--- src/rtl/gfx_pkg.sv ---
// Shared definitions for the gfx DMA write path.
// Holds register offsets, CTRL bits, FSM states, targets and chip selects.
package gfx_pkg;

   localparam logic [1:0] REG_ADDR_LO = 2'd0;
   localparam logic [1:0] REG_ADDR_HI = 2'd1;
   localparam logic [1:0] REG_DATA    = 2'd2;
   localparam logic [1:0] REG_CTRL    = 2'd3;

   localparam int CTRL_TARGET  = 0;
   localparam int CTRL_AUTO    = 1;
   localparam int CTRL_OVF_CLR = 7;

   localparam logic [7:0] CTRL_RESET = 8'h02;

   typedef enum logic [1:0] {
      S_IDLE,
      S_SETUP,
      S_STROBE,
      S_HOLD
   } wr_state_t;

   localparam logic TGT_VRAM = 1'b0;
   localparam logic TGT_PAL  = 1'b1;

   localparam logic [1:0] VRAM_CE_NONE  = 2'b11;
   localparam logic [1:0] VRAM_CE_CHIP0 = 2'b10;
   localparam logic [1:0] VRAM_CE_CHIP1 = 2'b01;

   function automatic logic [1:0] vram_ce(input logic hi_bit);
      return hi_bit ? VRAM_CE_CHIP1 : VRAM_CE_CHIP0;
   endfunction

endpackage

--- src/rtl/gfx_dma_fifo.sv ---
// Synchronous write-buffer FIFO for the gfx DMA writer.
// Ports: clk, rst, push/wr_data, pop/rd_data, full, empty, count.
module gfx_dma_fifo #(
   parameter int Width = 25,
   parameter int Depth = 4
) (
   input  logic                       clk,
   input  logic                       rst,
   input  logic                       push,
   input  logic [Width-1:0]           wr_data,
   input  logic                       pop,
   output logic [Width-1:0]           rd_data,
   output logic                       full,
   output logic                       empty,
   output logic [$clog2(Depth):0]     count
);

   localparam int PW = $clog2(Depth);
   localparam logic [PW:0] DEPTH_C = (PW + 1)'(Depth);

   logic [Width-1:0] mem [Depth];
   logic [PW-1:0]    wr_ptr;
   logic [PW-1:0]    rd_ptr;
   logic             do_push;
   logic             do_pop;

   assign full    = (count == DEPTH_C);
   assign empty   = (count == '0);
   assign do_pop  = pop && !empty;
   // A pop frees a slot in the same edge, so a full FIFO still accepts.
   assign do_push = push && (!full || do_pop);
   assign rd_data = mem[rd_ptr];

   always_ff @(posedge clk) begin
      if (do_push) begin
         mem[wr_ptr] <= wr_data;
      end
   end

   always_ff @(posedge clk) begin
      if (rst) begin
         wr_ptr <= '0;
         rd_ptr <= '0;
         count  <= '0;
      end else begin
         if (do_push) begin
            wr_ptr <= wr_ptr + 1'b1;
         end
         if (do_pop) begin
            rd_ptr <= rd_ptr + 1'b1;
         end
         unique case ({do_push, do_pop})
            2'b10:   count <= count + 1'b1;
            2'b01:   count <= count - 1'b1;
            default: count <= count;
         endcase
      end
   end

endmodule

--- src/rtl/gfx_dma_writer.sv ---
// CPU-side DMA write engine: buffers byte writes, drives VRAM/palette SRAM cycles.
// Ports: CPU reg port in, dma window in, SRAM address/enables/data out, status out.
module gfx_dma_writer
   import gfx_pkg::*;
#(
   parameter int FifoDepth    = 4,
   parameter int AddrWidth    = 16,
   parameter int PalAddrWidth = 10
) (
   input  logic                 i_clk,
   input  logic                 i_rst,
   input  logic                 i_cpu_cs,
   input  logic [1:0]           i_cpu_reg,
   input  logic [7:0]           i_cpu_data,
   input  logic                 i_dma_window,
   output logic                 o_addr_sel,
   output logic [AddrWidth-1:0] o_dma_addr,
   output logic [1:0]           o_vram_ce_b,
   output logic                 o_pal_ce_b,
   output logic                 o_we_b,
   output logic [7:0]           o_data,
   output logic                 o_data_oe_b,
   output logic                 o_busy,
   output logic                 o_full,
   output logic                 o_overflow
);

   localparam int EW = 1 + AddrWidth + 8;
   localparam int CW = $clog2(FifoDepth) + 1;
   localparam int PZ = AddrWidth - PalAddrWidth;

   logic                 req_cs;
   logic [1:0]           req_reg;
   logic [7:0]           req_data;
   logic [AddrWidth-1:0] ptr;
   logic                 ctrl_target;
   logic                 ctrl_auto;

   logic                 is_data;
   logic                 do_push;
   logic                 pop;
   logic [AddrWidth-1:0] pal_addr;
   logic [AddrWidth-1:0] push_addr;
   logic [AddrWidth-1:0] ptr_inc;
   logic [EW-1:0]        push_entry;

   logic [EW-1:0]        head;
   logic                 head_target;
   logic [AddrWidth-1:0] head_addr;
   logic [7:0]           head_data;
   logic                 fifo_full;
   logic                 fifo_empty;
   logic [CW-1:0]        fifo_count;
   logic [CW-1:0]        cnt_nxt;

   wr_state_t            state;
   logic                 start;

   // CPU accesses are registered first; all decode works off that stage.
   assign is_data   = req_cs && (req_reg == REG_DATA);
   assign pop       = (state == S_STROBE);
   assign do_push   = is_data && (!fifo_full || pop);
   assign pal_addr  = {{PZ{1'b0}}, ptr[PalAddrWidth-1:0]};
   assign push_addr = (ctrl_target == TGT_PAL) ? pal_addr : ptr;
   assign ptr_inc   = (ctrl_target == TGT_PAL)
                    ? {{PZ{1'b0}}, ptr[PalAddrWidth-1:0] + 1'b1}
                    : ptr + 1'b1;
   assign push_entry = {ctrl_target, push_addr, req_data};

   assign {head_target, head_addr, head_data} = head;
   assign cnt_nxt = fifo_count + CW'(do_push) - CW'(pop);
   assign start   = !fifo_empty && i_dma_window;
   assign o_full  = fifo_full;

   gfx_dma_fifo #(
      .Width (EW),
      .Depth (FifoDepth)
   ) u_fifo (
      .clk     (i_clk),
      .rst     (i_rst),
      .push    (do_push),
      .wr_data (push_entry),
      .pop     (pop),
      .rd_data (head),
      .full    (fifo_full),
      .empty   (fifo_empty),
      .count   (fifo_count)
   );

   always_ff @(posedge i_clk) begin
      if (i_rst) begin
         req_cs      <= 1'b0;
         req_reg     <= '0;
         req_data    <= '0;
         ptr         <= '0;
         ctrl_target <= CTRL_RESET[CTRL_TARGET];
         ctrl_auto   <= CTRL_RESET[CTRL_AUTO];
         o_overflow  <= 1'b0;
      end else begin
         req_cs   <= i_cpu_cs;
         req_reg  <= i_cpu_reg;
         req_data <= i_cpu_data;
         if (req_cs) begin
            unique case (req_reg)
               REG_ADDR_LO: ptr[7:0] <= req_data;
               REG_ADDR_HI: ptr[AddrWidth-1:8] <= req_data[AddrWidth-9:0];
               REG_DATA: begin
                  if (!do_push) begin
                     o_overflow <= 1'b1;
                  end else if (ctrl_auto) begin
                     ptr <= ptr_inc;
                  end
               end
               REG_CTRL: begin
                  ctrl_target <= req_data[CTRL_TARGET];
                  ctrl_auto   <= req_data[CTRL_AUTO];
                  if (req_data[CTRL_OVF_CLR]) begin
                     o_overflow <= 1'b0;
                  end
               end
            endcase
         end
      end
   end

   // The entry is popped leaving STROBE: the output registers already
   // hold it, so HOLD can look straight at the next head.
   always_ff @(posedge i_clk) begin
      if (i_rst) begin
         state       <= S_IDLE;
         o_addr_sel  <= 1'b0;
         o_dma_addr  <= '0;
         o_vram_ce_b <= VRAM_CE_NONE;
         o_pal_ce_b  <= 1'b1;
         o_we_b      <= 1'b1;
         o_data      <= '0;
         o_data_oe_b <= 1'b1;
         o_busy      <= 1'b0;
      end else begin
         o_busy <= (cnt_nxt != '0);
         unique case (state)
            S_IDLE, S_HOLD: begin
               o_we_b <= 1'b1;
               if (start) begin
                  state       <= S_SETUP;
                  o_busy      <= 1'b1;
                  o_addr_sel  <= 1'b1;
                  o_dma_addr  <= head_addr;
                  o_data      <= head_data;
                  o_data_oe_b <= 1'b0;
                  o_pal_ce_b  <= (head_target != TGT_PAL);
                  o_vram_ce_b <= (head_target == TGT_PAL)
                               ? VRAM_CE_NONE
                               : vram_ce(head_addr[AddrWidth-1]);
               end else begin
                  state       <= S_IDLE;
                  o_addr_sel  <= 1'b0;
                  o_vram_ce_b <= VRAM_CE_NONE;
                  o_pal_ce_b  <= 1'b1;
                  o_data_oe_b <= 1'b1;
               end
            end
            S_SETUP: begin
               state  <= S_STROBE;
               o_we_b <= 1'b0;
               o_busy <= 1'b1;
            end
            S_STROBE: begin
               state  <= S_HOLD;
               o_we_b <= 1'b1;
               o_busy <= 1'b1;
            end
         endcase
      end
   end

endmodule

--- config.mk ---
export PLATFORM = sky130hd
export DESIGN_NAME = gfx_dma_writer
export DESIGN_NICKNAME = d
export VERILOG_FILES = /design/src/rtl/gfx_pkg.sv /design/src/rtl/gfx_dma_fifo.sv /design/src/rtl/gfx_dma_writer.sv
export SDC_FILE = /design/constraint.sdc
export NUM_CORES = 1
export LEC_CHECK = 0
export ABC_AREA = 1
export CORE_MARGIN = 2
export CORE_UTILIZATION = 45
export CTS_BUF_LIST = sky130_fd_sc_hd__clkbuf_4
export CTS_CLUSTER_SIZE = 14
export DETAILED_ROUTE_END_ITERATION = 7
export PLACE_DENSITY = 0.71
export SLEW_MARGIN = 20
export SYNTH_ARGS = -nofsm -noshare
export SYNTH_HDL_FRONTEND = slang
export SYNTH_SLANG_ARGS = --single-unit
--- constraint.sdc ---
create_clock -name i_clk -period 3.8 [get_ports i_clk]
set_clock_uncertainty 0.2 [all_clocks]
set_input_delay 1.14 -clock i_clk [delete_from_list [all_inputs] [get_ports i_clk]]
set_output_delay 1.14 -clock i_clk [all_outputs]
set_load 0.02 [all_outputs]
==> results.cfg <==
[outcome]
status = finished, violations left
violations = design-rule violations

[global_route]
grt_max_degree = 53
busiest_layer = met2
met1_usage_pct = 24.4
grt_pass1_vias = 4512
grt-ovfl-total = 0
track_usage_pct = 18.3
grt_use_met2_pct = 29.5
use_met3_pct = 4.78
antenna_found_initial = 1
grt_pass1_wl_um = 22900

[power]
switching_share_pct = 22.4
p_int_mw = 2.40
pwr-share-seq_pct = 65.5
p_per_area_nw_per_um2 = 392
clockPowerShare_pct = 30.0
ir_drop_v = 0.000162
p_switching_mw = 0.690
p_comb_share_pct = 4.5
leakagePower_nw = 2.94

[yosys]
synth_top_area_share_pct = 42.9
synth_area_leaders = edfxtp_1, dfxtp_1, nor2_1
syn_area_um2 = 7000
seq_area_frac_synth_pct = 63.5
syn_nets = 760
yosysWarnings = 0
synth.avg_cell_area_um2 = 9.54
ys_types = 26
yosysTopAreaCell = edfxtp_1
synth-seq-cells = 172
syn-instance-count = 734

[clock_tree]
insertion_delay_ns = 0.56
htree_num_levels = 4
cts_buffers = 17
cts_setup_buffers = 0
cts_root_buffer = clkbuf_4
clock_path_buffers = 2
cts_tree = done
clock_sinks = 172
clkSlewWorstSetupHoldPaths_ns = 0.12
post_cts_resized = 0
holdBufCountCts = 0

[route]
drt-initial-drc-count = 392
wl_per_cell_um = 14.6
drc_errors = 2
ant_nets = 0
wl_um = 14200
dr.pass1.iters = 6
vias = 4919
via_per_inst = 5.05

[sta]
setup_violations = 0
rsz0062_at_grt = false
fmax_mhz = 315
hold-worst-slack_ns = 0.259
hold_violations = 0
relSlewSlack_pct = 39.4
tightest_slew_ns = 0.908
fin_ws_ns = 0.624
maxSlewViolCount = 0
min_period_ns = 3.18
timing.final.crit_share_pct = 83.6
setup_tns_ns = 0

[placement]
port_buffers = 46
dp_hpwl_um = 8640
dpl_worst_slack_ns = 0.865
routabilityCongestion = 0.895
place_area_um2 = 7630

[critical_path]
worst_ep_required_time_ns = 2.46
cp_top_family = buffers and inverters
critPathBufInv = 2
rrSetupSlack_ns = 1.17
arrival_ns = 1.84
path_max_fanout = 4
criticalPathCategory = register to primary output
r2r_start = state[0]
r2r_cells = 12
slowest_stage = clkdlybuf4s50_1
path_cells = inv_1, nand2_1, nor2_1, clkdlybuf4s50_1
r2r-end = u_fifo.count[2]
end_kind = primary output
cp-start-kind = register
max_stage_delay_ns = 0.60

[floorplanning]
die_w_um = 129
die_area_um2 = 16600
start_util_pct = 46.1
core_um2 = 15200
io_pins = 47
die_h_um = 129
rows = 45

[layout]
final_cell_mix = nor2_1, edfxtp_1, nand2_1
largest_register_ffs = 100
syn_to_final_growth_pct = 12.5
regMostFlops = u_fifo.mem
final_common_cell = nor2_1
drive_gt1_share_pct = 6.62
finish.net_count = 800
design_area_um2 = 7880
reg.largest.list = u_fifo.mem x100, o_dma_addr x16, ptr x16

[min_path]
min_path_type = register to register
holdPathEnd = o_addr_sel
worstHoldStart = o_addr_sel
hold_depth = 2

[run]
cap_violations = 0
-- kinds of logic (layout without fill, tap and decap cells) --
kind of cell             after synthesis  after routing  synth area share, %
AO/OA/AOI/OAI                        144            144                 10.8
AND/OR/NAND/NOR                      308            308                 17.5
flip-flops                           172            172                 63.5
adder cells (fa/ha/maj)               12             12                 2.36
XOR/XNOR                               1              1                0.125
other                                  0              1                    0
buffers and inverters                 97            148                 5.70
-- cell type report --
class / count / area (µm²)
antenna: 1 / 2.50
clock buffer: 22 / 165
clock inverter: 8 / 72.6
fill: 1383 / 7330
inverter: 65 / 244
multi-input combinational: 465 / 2190
sequential: 172 / 4440
tap: 188 / 235
timing repair buffer: 53 / 526
-- worst max path at each step --
stage / cells after the start / endpoint / start / slack (ns)
after floorplan: 7 / u_fifo.mem[0][0] / state[0] / 1.23
after global placement: 5 / o_dma_addr[10] / i_rst / 0.92
after detailed placement: 5 / o_dma_addr[0] / i_rst / 0.87
after CTS: 4 / o_full / u_fifo.count[1] / 0.56
after global routing: 4 / o_full / u_fifo.count[1] / 0.48
final: 4 / o_full / u_fifo.count[1] / 0.62
-- layer usage --
metal / part of all wire (%) / vias to the layer above
li1: - / 2523
met2: 48 / 120
met4: 0.99 / 0
met1: 46 / 2261
met5: 0 / -
met3: 5.3 / 15
-- synth_stat cells (all sizes together) --
master and count:
a21oi 27, a31oi 25, buf 19, clkbuf 13
clkinv 1, dfxtp 72, edfxtp 100, fa 2
ha 10, inv 64, nand2 99, nand3 28
nand4 2, nor2 175, nor3 2, o211ai 1
o21ai 91, or2 2, xor2 1
-- tightest hold or removal path: stages, from the launching register on --
cell     delay [ns]
dfxtp_1        0.33
nand2_1        0.06
nand2_1        0.04
-- power by group through the flow --
stage | Sequential [mW] | Combinational (mW) | Clock (mW)
floorplan | 2.06 | 0.0785 | 0
global placement | 2.06 | 0.136 | 0
detailed placement | 2.06 | 0.139 | 0
CTS | 2.02 | 0.140 | 0.948
global route | 2.03 | 0.156 | 1.02
finish | 2.02 | 0.139 | 0.925
-- through the flow --
step                instances  utilization [%]  power, mW
floorplan                 734                -       2.14
global placement          943             50.2       2.20
detailed placement        943             50.2       2.20
CTS                       973             51.8       3.11
global route              974             51.8       3.21
finish                    974             51.8       3.09
Power figures use the tool's default switching activity.
